==> config.mk <==
export PLATFORM = sky130hd
export DESIGN_NAME = muldiv_seq
export DESIGN_NICKNAME = d
export VERILOG_FILES = /design/src/rtl/muldiv_pkg.sv /design/src/rtl/muldiv_signfix.sv /design/src/rtl/muldiv_seq.sv
export SDC_FILE = /design/constraint.sdc
export NUM_CORES = 1
export LEC_CHECK = 0
export ABC_AREA = 0
export BUFFER_PORTS_ARGS = -buffer_cell sky130_fd_sc_hd__buf_4
export CAP_MARGIN = 20
export CORE_MARGIN = 2
export CORE_UTILIZATION = 50
export DETAILED_ROUTE_END_ITERATION = 12
export GPL_ROUTABILITY_DRIVEN = 1
export PLACE_DENSITY = 0.75
export SLEW_MARGIN = 20
export SYNTH_ARGS = -nofsm -noshare
export SYNTH_HDL_FRONTEND = slang
export SYNTH_SLANG_ARGS = --single-unit
==> constraint.sdc <==
create_clock -name clk -period 3.63 [get_ports clk]
set_clock_uncertainty 0.05 [all_clocks]
set_input_delay 0.9075 -clock clk [delete_from_list [all_inputs] [get_ports clk]]
set_output_delay 0.9075 -clock clk [all_outputs]
set_load 0.05 [all_outputs]
==> src/rtl/muldiv_pkg.sv <==
// Shared opcodes, FSM state type and counter width for the
// HI/LO multiply sequencer (muldiv_seq and muldiv_signfix).
package muldiv_pkg;

  localparam logic [2:0] OP_MULT  = 3'b000;
  localparam logic [2:0] OP_MULTU = 3'b001;
  localparam logic [2:0] OP_MFHI  = 3'b010;
  localparam logic [2:0] OP_MFLO  = 3'b011;
  localparam logic [2:0] OP_MTHI  = 3'b100;
  localparam logic [2:0] OP_MTLO  = 3'b101;
  localparam logic [2:0] OP_MADD  = 3'b110;
  localparam logic [2:0] OP_MADDU = 3'b111;

  localparam int CNT_W = 4;

  typedef enum logic {
    ST_IDLE,
    ST_CALC
  } state_t;

endpackage

==> src/rtl/muldiv_signfix.sv <==
// Combinational sign handling around the unsigned multiplier.
// Ports: a/b operands, sgn (signed op) -> mag_a/mag_b magnitudes
// and neg; neg_q/acc_q/prod/hilo -> wdata, the final HI/LO value.
// MULDIV_ACCUM_EN adds the MADD/MADDU accumulate adder.
module muldiv_signfix #(
  parameter int W = 32
) (
  input  logic [W-1:0]   a,
  input  logic [W-1:0]   b,
  input  logic           sgn,
  input  logic           neg_q,
  input  logic           acc_q,
  input  logic [2*W-1:0] prod,
  input  logic [2*W-1:0] hilo,
  output logic [W-1:0]   mag_a,
  output logic [W-1:0]   mag_b,
  output logic           neg,
  output logic [2*W-1:0] wdata
);

  logic           a_neg;
  logic           b_neg;
  logic [2*W-1:0] res;

  assign a_neg = sgn & a[W-1];
  assign b_neg = sgn & b[W-1];

  // -0x80..0 wraps to itself, which is the correct magnitude
  // when read as unsigned.
  assign mag_a = a_neg ? -a : a;
  assign mag_b = b_neg ? -b : b;
  assign neg   = a_neg ^ b_neg;

  assign res = neg_q ? -prod : prod;

`ifdef MULDIV_ACCUM_EN
  assign wdata = acc_q ? hilo + res : res;
`else
  logic unused_acc;
  assign unused_acc = ^{acc_q, hilo};
  assign wdata = res;
`endif

endmodule

==> src/rtl/muldiv_seq.sv <==
// HI/LO owner and multi-cycle sequencer for the shared multiplier.
// Ports: op_valid/op_code/op_a/op_b/flush in; mul_in1/mul_in2 out,
// mul_prod in; stall, busy, rd_data, rd_valid, hi, lo out.
// MULDIV_ACCUM_EN enables MADD/MADDU; otherwise they are no-ops.
module muldiv_seq
  import muldiv_pkg::*;
#(
  parameter int DATA_WIDTH   = 32,
  parameter int MULT_LATENCY = 4
) (
  input  logic                    clk,
  input  logic                    rst_n,
  input  logic                    op_valid,
  input  logic [2:0]              op_code,
  input  logic [DATA_WIDTH-1:0]   op_a,
  input  logic [DATA_WIDTH-1:0]   op_b,
  input  logic                    flush,
  output logic [DATA_WIDTH-1:0]   mul_in1,
  output logic [DATA_WIDTH-1:0]   mul_in2,
  input  logic [2*DATA_WIDTH-1:0] mul_prod,
  output logic                    stall,
  output logic                    busy,
  output logic [DATA_WIDTH-1:0]   rd_data,
  output logic                    rd_valid,
  output logic [DATA_WIDTH-1:0]   hi,
  output logic [DATA_WIDTH-1:0]   lo
);

  localparam logic [CNT_W-1:0] CNT_LOAD =
    CNT_W'(MULT_LATENCY - 1);

  state_t                  state;
  logic [CNT_W-1:0]        cnt;
  logic                    neg_q;
  logic                    acc_q;
  logic                    accept;
  logic                    is_mul;
  logic                    is_sgn;
  logic                    is_acc;
  logic [DATA_WIDTH-1:0]   mag_a;
  logic [DATA_WIDTH-1:0]   mag_b;
  logic                    neg;
  logic [2*DATA_WIDTH-1:0] wdata;

  assign stall  = op_valid & busy;
  assign accept = op_valid & ~stall & ~flush;

  assign is_sgn = (op_code == OP_MULT) |
                  (op_code == OP_MADD);

`ifdef MULDIV_ACCUM_EN
  assign is_acc = (op_code == OP_MADD) |
                  (op_code == OP_MADDU);
`else
  assign is_acc = 1'b0;
`endif

  assign is_mul = (op_code == OP_MULT)  |
                  (op_code == OP_MULTU) |
                  is_acc;

  muldiv_signfix #(
    .W (DATA_WIDTH)
  ) u_signfix (
    .a     (op_a),
    .b     (op_b),
    .sgn   (is_sgn),
    .neg_q (neg_q),
    .acc_q (acc_q),
    .prod  (mul_prod),
    .hilo  ({hi, lo}),
    .mag_a (mag_a),
    .mag_b (mag_b),
    .neg   (neg),
    .wdata (wdata)
  );

  always_ff @(posedge clk or negedge rst_n) begin
    if (!rst_n) begin
      state    <= ST_IDLE;
      cnt      <= '0;
      neg_q    <= 1'b0;
      acc_q    <= 1'b0;
      busy     <= 1'b0;
      mul_in1  <= '0;
      mul_in2  <= '0;
      rd_data  <= '0;
      rd_valid <= 1'b0;
      hi       <= '0;
      lo       <= '0;
    end else begin
      rd_valid <= 1'b0;
      unique case (state)
        ST_IDLE: begin
          if (accept) begin
            unique case (1'b1)
              is_mul: begin
                mul_in1 <= mag_a;
                mul_in2 <= mag_b;
                neg_q   <= neg;
                acc_q   <= is_acc;
                cnt     <= CNT_LOAD;
                busy    <= 1'b1;
                state   <= ST_CALC;
              end
              (op_code == OP_MFHI): begin
                rd_data  <= hi;
                rd_valid <= 1'b1;
              end
              (op_code == OP_MFLO): begin
                rd_data  <= lo;
                rd_valid <= 1'b1;
              end
              (op_code == OP_MTHI): hi <= op_a;
              (op_code == OP_MTLO): lo <= op_a;
              default: ;
            endcase
          end
        end
        ST_CALC: begin
          if (flush) begin
            busy  <= 1'b0;
            state <= ST_IDLE;
          end else if (cnt == '0) begin
            {hi, lo} <= wdata;
            busy     <= 1'b0;
            state    <= ST_IDLE;
          end else begin
            cnt <= cnt - 1'b1;
          end
        end
        default: state <= ST_IDLE;
      endcase
    end
  end

endmodule

## Word-level counts from Yosys, hierarchy flattened

Cells that the tools add are included.

| cells by class | value |
|---|---|
| shifts and indexed selects | 0 |
| multipliers | 0 |
| bitwise gates (word level) | 11 |
| multiplexer cells | 32 |
| div/mod/pow operators | 0 |
| magnitude comparators | 0 |
| eq/ne operators | 14 |
| reduce and logical (&&, ||, !) cells | 10 |
| add/sub/neg operators | 4 |

Operator list:

| kind | number |
|---|---|
| two-way mux 32 bit | 10 |
| one-hot mux 32 bit (2 select lines) | 3 |
| two-way mux 64 bit | 1 |
| negation 32 bit | 2 |
| negation 64 bit | 1 |
| two-way mux 4 bit | 4 |
| != test 2 bit, second input constant | 6 |
| AND reduction 4 bit | 3 |
| two-way mux 1 bit | 11 |
| equality test 3 bit, second input constant | 3 |
| AND reduction 3 bit | 3 |
| one-hot mux 4 bit (2 select lines) | 1 |
| equality test 3 x 2 -> 1 bit, second input constant | 2 |
| AND 1 bit | 5 |
| logical NOT 4 bit | 1 |
| one-hot mux 1 bit (2 select lines) | 2 |
| subtractor 4 x 1 -> 4 bit, second input constant | 1 |
| equality test 3 x 1 -> 1 bit, second input constant | 1 |
| logical NOT 3 bit | 1 |
| != test 3 x 2 -> 1 bit, second input constant | 1 |
| NOT 1 bit | 3 |
| != test 2 x 1 -> 1 bit, second input constant | 1 |
| bitwise OR 1 bit | 2 |
| nonzero test 2 bit | 1 |
| 2 further kinds | 2 |

| word-level totals | value |
|---|---|
| memories | 0 |
| register bits after elaboration | 168 |
| memory bits (read-only) | 0 |
| latch bits | 0 |
| bits of input ports | 135 |
| bits in writable memories | 0 |
| output and inout port bits | 163 |

## Depth between registers and ports, before layout

Gate-level depths: netlist of the first run.

| logic depth | value |
|---|---|
| word-level depth | 6 |
| mapped depth | 10 |
| gate-level depth less buffers | 8 |

## By module

From an unflattened synthesis of the first run, not the netlist that was laid out.

| second synthesis, totals | value |
|---|---|
| cell total of the unflattened synthesis | 1061 |
| area, all modules | 10515.1 um2 |

By module, submodules not included:

| module | seq. area each (um2) | instances | area each (um2) | cells an instance |
|---|---|---|---|---|
| muldiv_seq | 4204.0 | 1 | 7505.9 | 636 |
| muldiv_signfix | 0.0 | 1 | 3009.1 | 425 |

## Worst setup path after synthesis of the first run

No wires, ideal clock.

| path | value |
|---|---|
| path type | in2reg |
| start point | input port mul_prod[1] |
| end point | register hi[18] |
| stages | 9 |
| arrival time | 2.577 ns |
| setup slack | 0.860 ns |
| required time | 3.438 ns |
| path through | inv_1 ha_1 nor2b_1 nand4_2 or2_1 buf_6 o41ai_4 xor2_1 o221ai_1 |

| between the ends | value |
|---|---|
| cells in the longest elaborated chain, start to end | 5 |

RTL lines:

| what | RTL line | RTL |
|---|---|---|
| start: declaration | muldiv_seq.sv:20 | `input logic [2*DATA_WIDTH-1:0] mul_prod,` |
| negation 64 bit | muldiv_signfix.sv:34 | `assign res = neg_q ? -prod : prod;` |
| two-way mux 64 bit | muldiv_signfix.sv:34 |  |
| two-way mux 32 bit | muldiv_seq.sv:124 | `end else if (cnt == '0) begin` |
| two-way mux 32 bit | muldiv_seq.sv:121 | `if (flush) begin` |
| one-hot mux 32 bit (2 select lines) | muldiv_seq.sv:93 | `unique case (state)` |
| end signal: assignment | muldiv_seq.sv:114 | `(op_code == OP_MTHI): hi <= op_a;` |
| end signal: assignment | muldiv_seq.sv:125 | `{hi, lo} <= wdata;` |
| end: declaration | muldiv_seq.sv:25 | `output logic [DATA_WIDTH-1:0] hi,` |

No other way between the ends. The select of a mux whose other input is x is not followed.
A chain may end at the register's enable or synchronous reset.

## Worst setup path after layout of the first run

| path | value |
|---|---|
| start point | input port mul_prod[12] |
| end point | register hi[18] |

The elaborated chain is that of the path after synthesis.

==> results of run 1 <==
==> path summary, 6_finish.rpt <==
kind / from / end / cells past startpoint
max: mul_prod[12] / hi[18]$_DFFE_PN0P_ / 7
min: mul_in2[2]$_DFFE_PN0P_ / mul_in2[2]$_DFFE_PN0P_ / 2
max reg2reg: cnt[0]$_DFFE_PN0P_ / hi[9]$_DFFE_PN0P_ / 10
min reg2reg: mul_in2[2]$_DFFE_PN0P_ / mul_in2[2]$_DFFE_PN0P_ / 2
max in group asynchronous: rst_n / hi[31]$_DFFE_PN0P_ / 2
min in group asynchronous: rst_n / mul_in1[13]$_DFFE_PN0P_ / 1
==> synthesized netlist by cell type (all sizes together), types with 2 or more instances <==
master and instances:
nor2b 4, and2 5, nor3b 11, o41ai 20
nand2b 9, a41oi 2, nand2 149, or3b 2
nand4b 2, a221oi 6, and4 2, nand3 11
a31oi 18, ha 4, buf 17, or3 14
nor3 26, a211oi 12, o31ai 29, o221ai 10
or4 14, nor4 13, o21ai 145, nor2 72
or2 7, inv 16, mux2i 40, a21oi 54
nand4 5, a21o 14, xnor2 45, nand3b 3
dfrtp 168, o21a 2, xor2 77, clkbuf 51
==> worst max-delay path, stage by stage <==
cell and delay, ns:
buf_4 0.12, or4_4 0.55, nand4b_4 0.31, or2_1 0.47
o41ai_4 0.36, xor2_1 0.21, o221ai_1 0.14
==> metrics by stage <==
stage | worst slack (ns) | cell area, um2 | power, uW | utilization [%] | instances
final | 0.815 | 12900 | 11500 | 66.7 | 1632
after global routing | 0.686 | 12900 | 12100 | 66.7 | 1632
after CTS | 0.830 | 12900 | 11500 | 66.5 | 1631
after detailed placement | 0.361 | 12300 | 9780 | 63.7 | 1599
after global placement | 0.451 | 12300 | 9680 | 63.7 | 1599
after floorplan | 0.860 | 9810 | 7600 | - | 1086
==> layer usage <==
| metal | routed length (um) | share of wire, % | vias to the layer above | global-route usage (%) |
|---|---|---|---|---|
| met5 | 0 | 0 | - | 0 |
| met4 | 759 | 2.4 | 0 | 10.1 |
| met1 | 13100 | 42 | 4410 | 40.4 |
| li1 | - | - | 4411 | - |
| met3 | 2850 | 9.1 | 50 | 7.58 |
| met2 | 14700 | 47 | 380 | 48.1 |
==> power by group through the flow <==
stage	Sequential, uW	Clock (uW)	Combinational (uW)
floorplan	6160	0	1440
global placement	3370	0	6320
detailed placement	3380	0	6400
CTS	3360	1770	6400
global route	3470	1850	6760
finish	3360	1740	6380
==> kinds of logic after synthesis <==
kind of cell | after synthesis | share of synthesized area (%)
fa+ha+maj | 4 | 0.510
compound gates | 316 | 20.0
buf+inv | 84 | 3.51
simple gates | 352 | 18.2
flops | 168 | 42.9
mux | 40 | 4.08
xor+xnor | 122 | 10.9
==> final cells by class <==
cell class / count / area (um2)
Fill cell: 1667 / 6440
Multi-Input combinational cell: 834 / 5300
Sequential cell: 168 / 4210
Timing Repair Buffer: 317 / 2440
Clock buffer: 19 / 443
Tap cell: 265 / 332
Clock inverter: 13 / 113
Inverter: 16 / 60.1
==> registers in the layout, indices dropped and copies added, names as in the netlist <==
name      cells
busy          1
cnt           4
rd_valid      1
state         1
lo           32
neg_q         1
rd_data      32
mul_in1      32
hi           32
mul_in2      32
==> metrics.txt, run 1 <==
root buffer cell clkbuf_16; power density over the cells 890 nW/um2; P_sw 5910 uW; largest net degree at the start of global routing 124; startpoint type of the worst setup path input port; Chip Height 144 um; row cnt 51; Yosys cell types 60; Final nets 1493; vias in the first global route 8632; Max Cap Viol 0; Starting Density 50.7%; gpl congestion 0.912; Avg WL per Cell 19.2 um; share of layout cells above drive strength 1 27.8%; Most used DFF post-synth dfrtp_1; Bufs on Longest Clock Path 2; all-layer global routing usage 30.2%; worst hold path class flip-flop to flip-flop; Clock transition at path regs 0.07 ns; post-synthesis async set-or-reset flop share 100%; Worst Hold Margin 0.430 ns; CP Data Required Time 3.88 ns; placed wire-length estimate 24.0 mm; logic gate share of total power 55.6%; Mean Syn Cell Area 9.03 um2; DRT Wirelength 31.4 mm; fmax 0.355 GHz; Crit Path Category input port to flip-flop; DRC 0; ANT nets after route 0; Via density 5.67; RSZ-0062 raised after global routing false; CTS sink count 168; most frequent cells in the layout buf_4, dfrtp_1, nand2_1, o21ai_0, xor2_1; Final Hold Viols 0; sw frac 51.5%; GRT Residual Overflow 0; Layout area overhead 31.4%; mapped cell area 9810 um2; Initial DRC Count 580; Rel. slew slack 47.3%; max-slew violation count 0; first-pass GRT wire length 48.2 mm; Synth top area share 42.9%; ANT cells 0; Synth area leader dfrtp_1; PortBufs 297; Worst-Margin Slew 0.791 ns; drt first pass iters 7; H-tree lvl count 4; post-cts sizing count 0; TritonCTS clock tree done; Mapped Nets 1225; Clock Latency Late Sink 0.43 ns; CP Capture Type flip-flop; sequential power share 29.3%; count of flip-flops with a built-in enable after synthesis 0; Crit Path Max Fanout 11; core area 19300 um2; worst vdd ir 560 uV; cell internal pwr 5570 uW; number of top-level pins 298; cts bufs inserted 17; Setup Fix Bufs, Post-CTS 0; largest cells by area after synthesis dfrtp_1, o21ai_0, xor2_1, nand2_1, mux2i_1; Setup Viol. Count Final 0; minimum clock period after layout 2.82 ns; Pleak 0.00604 uW; FF+latch count, synth 168; Die Area 20800 um2; clock power share 15.2%; commonest non-fill, non-tap cell in the layout buf_4; Arr. time, crit path 3.07 ns; Worst R2R Setup Slack 0.89 ns; setup_tns 0 ns; Post-Syn Instances 1086; Die Width 144 um; # hold bufs at CTS 0; status finished clean; YS warnings 0; Period Utilization, post-route 77.6%; initial antenna violation count 0; DR vias 9251; Seq/Total Area, Yosys 42.9%
(Power assumes the default switching activity.)
==> inputs of run 2 (changes only) <==
- clock period: 3.63 -> 2.7 ns (I/O delays scaled with it)
==> metrics.txt, run 2 (same netlist as run 1, synthesis figures left out) <==
Top cell by count, worst path buf_4; Final nets 1558 (+4.4%); Max Cap Viol 0 (unchanged); placed wire-length estimate 24.6 mm (+2.6%); worst hold path class input port to async pin; first-pass GRT wire length 48.9 mm (+1.5%); fmax 0.410 GHz; DRT Wirelength 32.2 mm (+2.5%); worst path cell trace buf_4 > or4_1 > nor4_2 > nand3_1 > buf_4 > o41ai_1 > xor2_1 > o21ai_0; Setup Fix Bufs, Post-CTS 0 (unchanged); H-tree lvl count 4 (unchanged); row cnt 51 (unchanged); Die Area 20800 um2 (unchanged); # hold bufs at CTS 0 (unchanged); gpl congestion 0.873 (-4.3%); minimum clock period after layout 2.44 ns; CP Capture Type flip-flop; setup_tns 0 ns (unchanged); Clock Latency Late Sink 0.43 ns (about the same); Pleak 0.00637 uW (+5.5%); ANT cells 0 (unchanged); dpl ws -0.151 ns (-0.512 ns); CP Data Required Time 2.94 ns (-0.94 ns); max-slew violation count 0 (unchanged); Starting Density 50.7% (unchanged); core area 19300 um2 (unchanged); initial antenna violation count 0 (unchanged); post-cts sizing count 0 (unchanged); most frequent cells in the layout buf_4, dfrtp_1, nand2_1, o21ai_0, xor2_1; drt first pass iters 5 (-2); CTS sink count 168 (unchanged); cts bufs inserted 17 (unchanged); ANT nets after route 0 (unchanged); Chip Height 144 um (unchanged); final worst slack 0.260 ns (-0.554 ns); worst vdd ir 665 uV (+19%); startpoint type of the worst setup path input port; DRC 0 (unchanged); Worst-Margin Slew 0.560 ns (-0.231 ns); share of layout cells above drive strength 1 31.0% (+3.2 points); PortBufs 297 (unchanged); Final Hold Viols 0 (unchanged); largest net degree at the start of global routing 92 (-26%); all-layer global routing usage 30.6% (+0.45 points); power density over the cells 1160 nW/um2 (+31%); GRT Residual Overflow 0 (unchanged); Rel. slew slack 62.7% (+15 points); Via density 5.61 (-1.1%); Arr. time, crit path 2.68 ns (-0.39 ns); final cell count without fillers 1696 (+3.9%); Bufs on Longest Clock Path 2 (unchanged); Worst Hold Margin 0.125 ns (-0.305 ns); Layout fillers 1610 (-3.4%); CP max stage delay 0.58 ns (+0.03 ns); Avg WL per Cell 19.0 um (-1.4%); WP buf/inv 2 (+1); TritonCTS clock tree done; Finished Cell Area 13400 um2 (+4.3%); RSZ-0062 raised after global routing false; Crit path max-delay family simple AND/OR/NAND/NOR gates; CP max stage cell or4_1; Clock transition at path regs 0.07 ns (about the same); vias in the first global route 9169 (+6.2%); DR vias 9508 (+2.8%); number of top-level pins 298 (unchanged); Crit Path Category input port to flip-flop; Crit Path Max Fanout 11 (unchanged); Setup Viol. Count Final 0 (unchanged); Layout area overhead 37.0%; placed cells 1665 (+4.1%); placed cell area 12900 um2 (+4.4%); root buffer cell clkbuf_16; status finished clean; Period Utilization, post-route 90.4%; Die Width 144 um (unchanged); commonest non-fill, non-tap cell in the layout buf_4; Initial DRC Count 641 (+11%)
run 2: power by group:
group / total [uW] / switching [uW] / internal [uW]
Sequential: 4510 / 856 / 3660
Combinational: 8660 / 6000 / 2650
Clock: 2480 / 1080 / 1400
run 2: routing by layer:
metal	share of wire [%]	GRT usage [%]	routed length, um
met5	0	0	0
met4	2.4	9.60	776
met3	7.5	6.06	2420
met2	48	52.2	15400
met1	42	39.4	13600
run 2: layout make-up:
type / count / area (um2) / share of cell area, %
multi-input cells: 834 / 5300 / 39.4
flip-flops and latches: 168 / 4210 / 31.3
repair buffers: 382 / 2960 / 22.0
clock buffers: 19 / 443 / 3.30
well taps: 265 / 332 / 2.47
clock inverters: 12 / 144 / 1.07
inverters: 16 / 60.1 / 0.447
run 2: stage by stage:
| stage | util [%] | power, uW |
|---|---|---|
| 2_1_floorplan | - | 10200 |
| 3_3_place_gp | 66.5 | 13100 |
| 3_5_place_dp | 66.5 | 13200 |
| 4_1_cts | 69.5 | 15700 |
| 5_1_grt | 69.5 | 16400 |
| 6_report | 69.5 | 15600 |
run 2: final timing paths:
check                                              from                       to  slack [ns]  cells after the start
min in group clk                mul_in2[10]$_DFFE_PN0P_  mul_in2[10]$_DFFE_PN0P_        0.43                      2
worst min register to register  mul_in2[10]$_DFFE_PN0P_  mul_in2[10]$_DFFE_PN0P_        0.43                      2
max in group asynchronous                         rst_n          state$_DFF_PN0_        1.74                      2
worst max-delay path                       mul_prod[42]       hi[31]$_DFFE_PN0P_        0.26                      8
worst min-delay path                              rst_n  mul_in1[30]$_DFFE_PN0P_        0.12                      1
worst max register to register       cnt[0]$_DFFE_PN0P_       lo[30]$_DFFE_PN0P_        0.49                      9
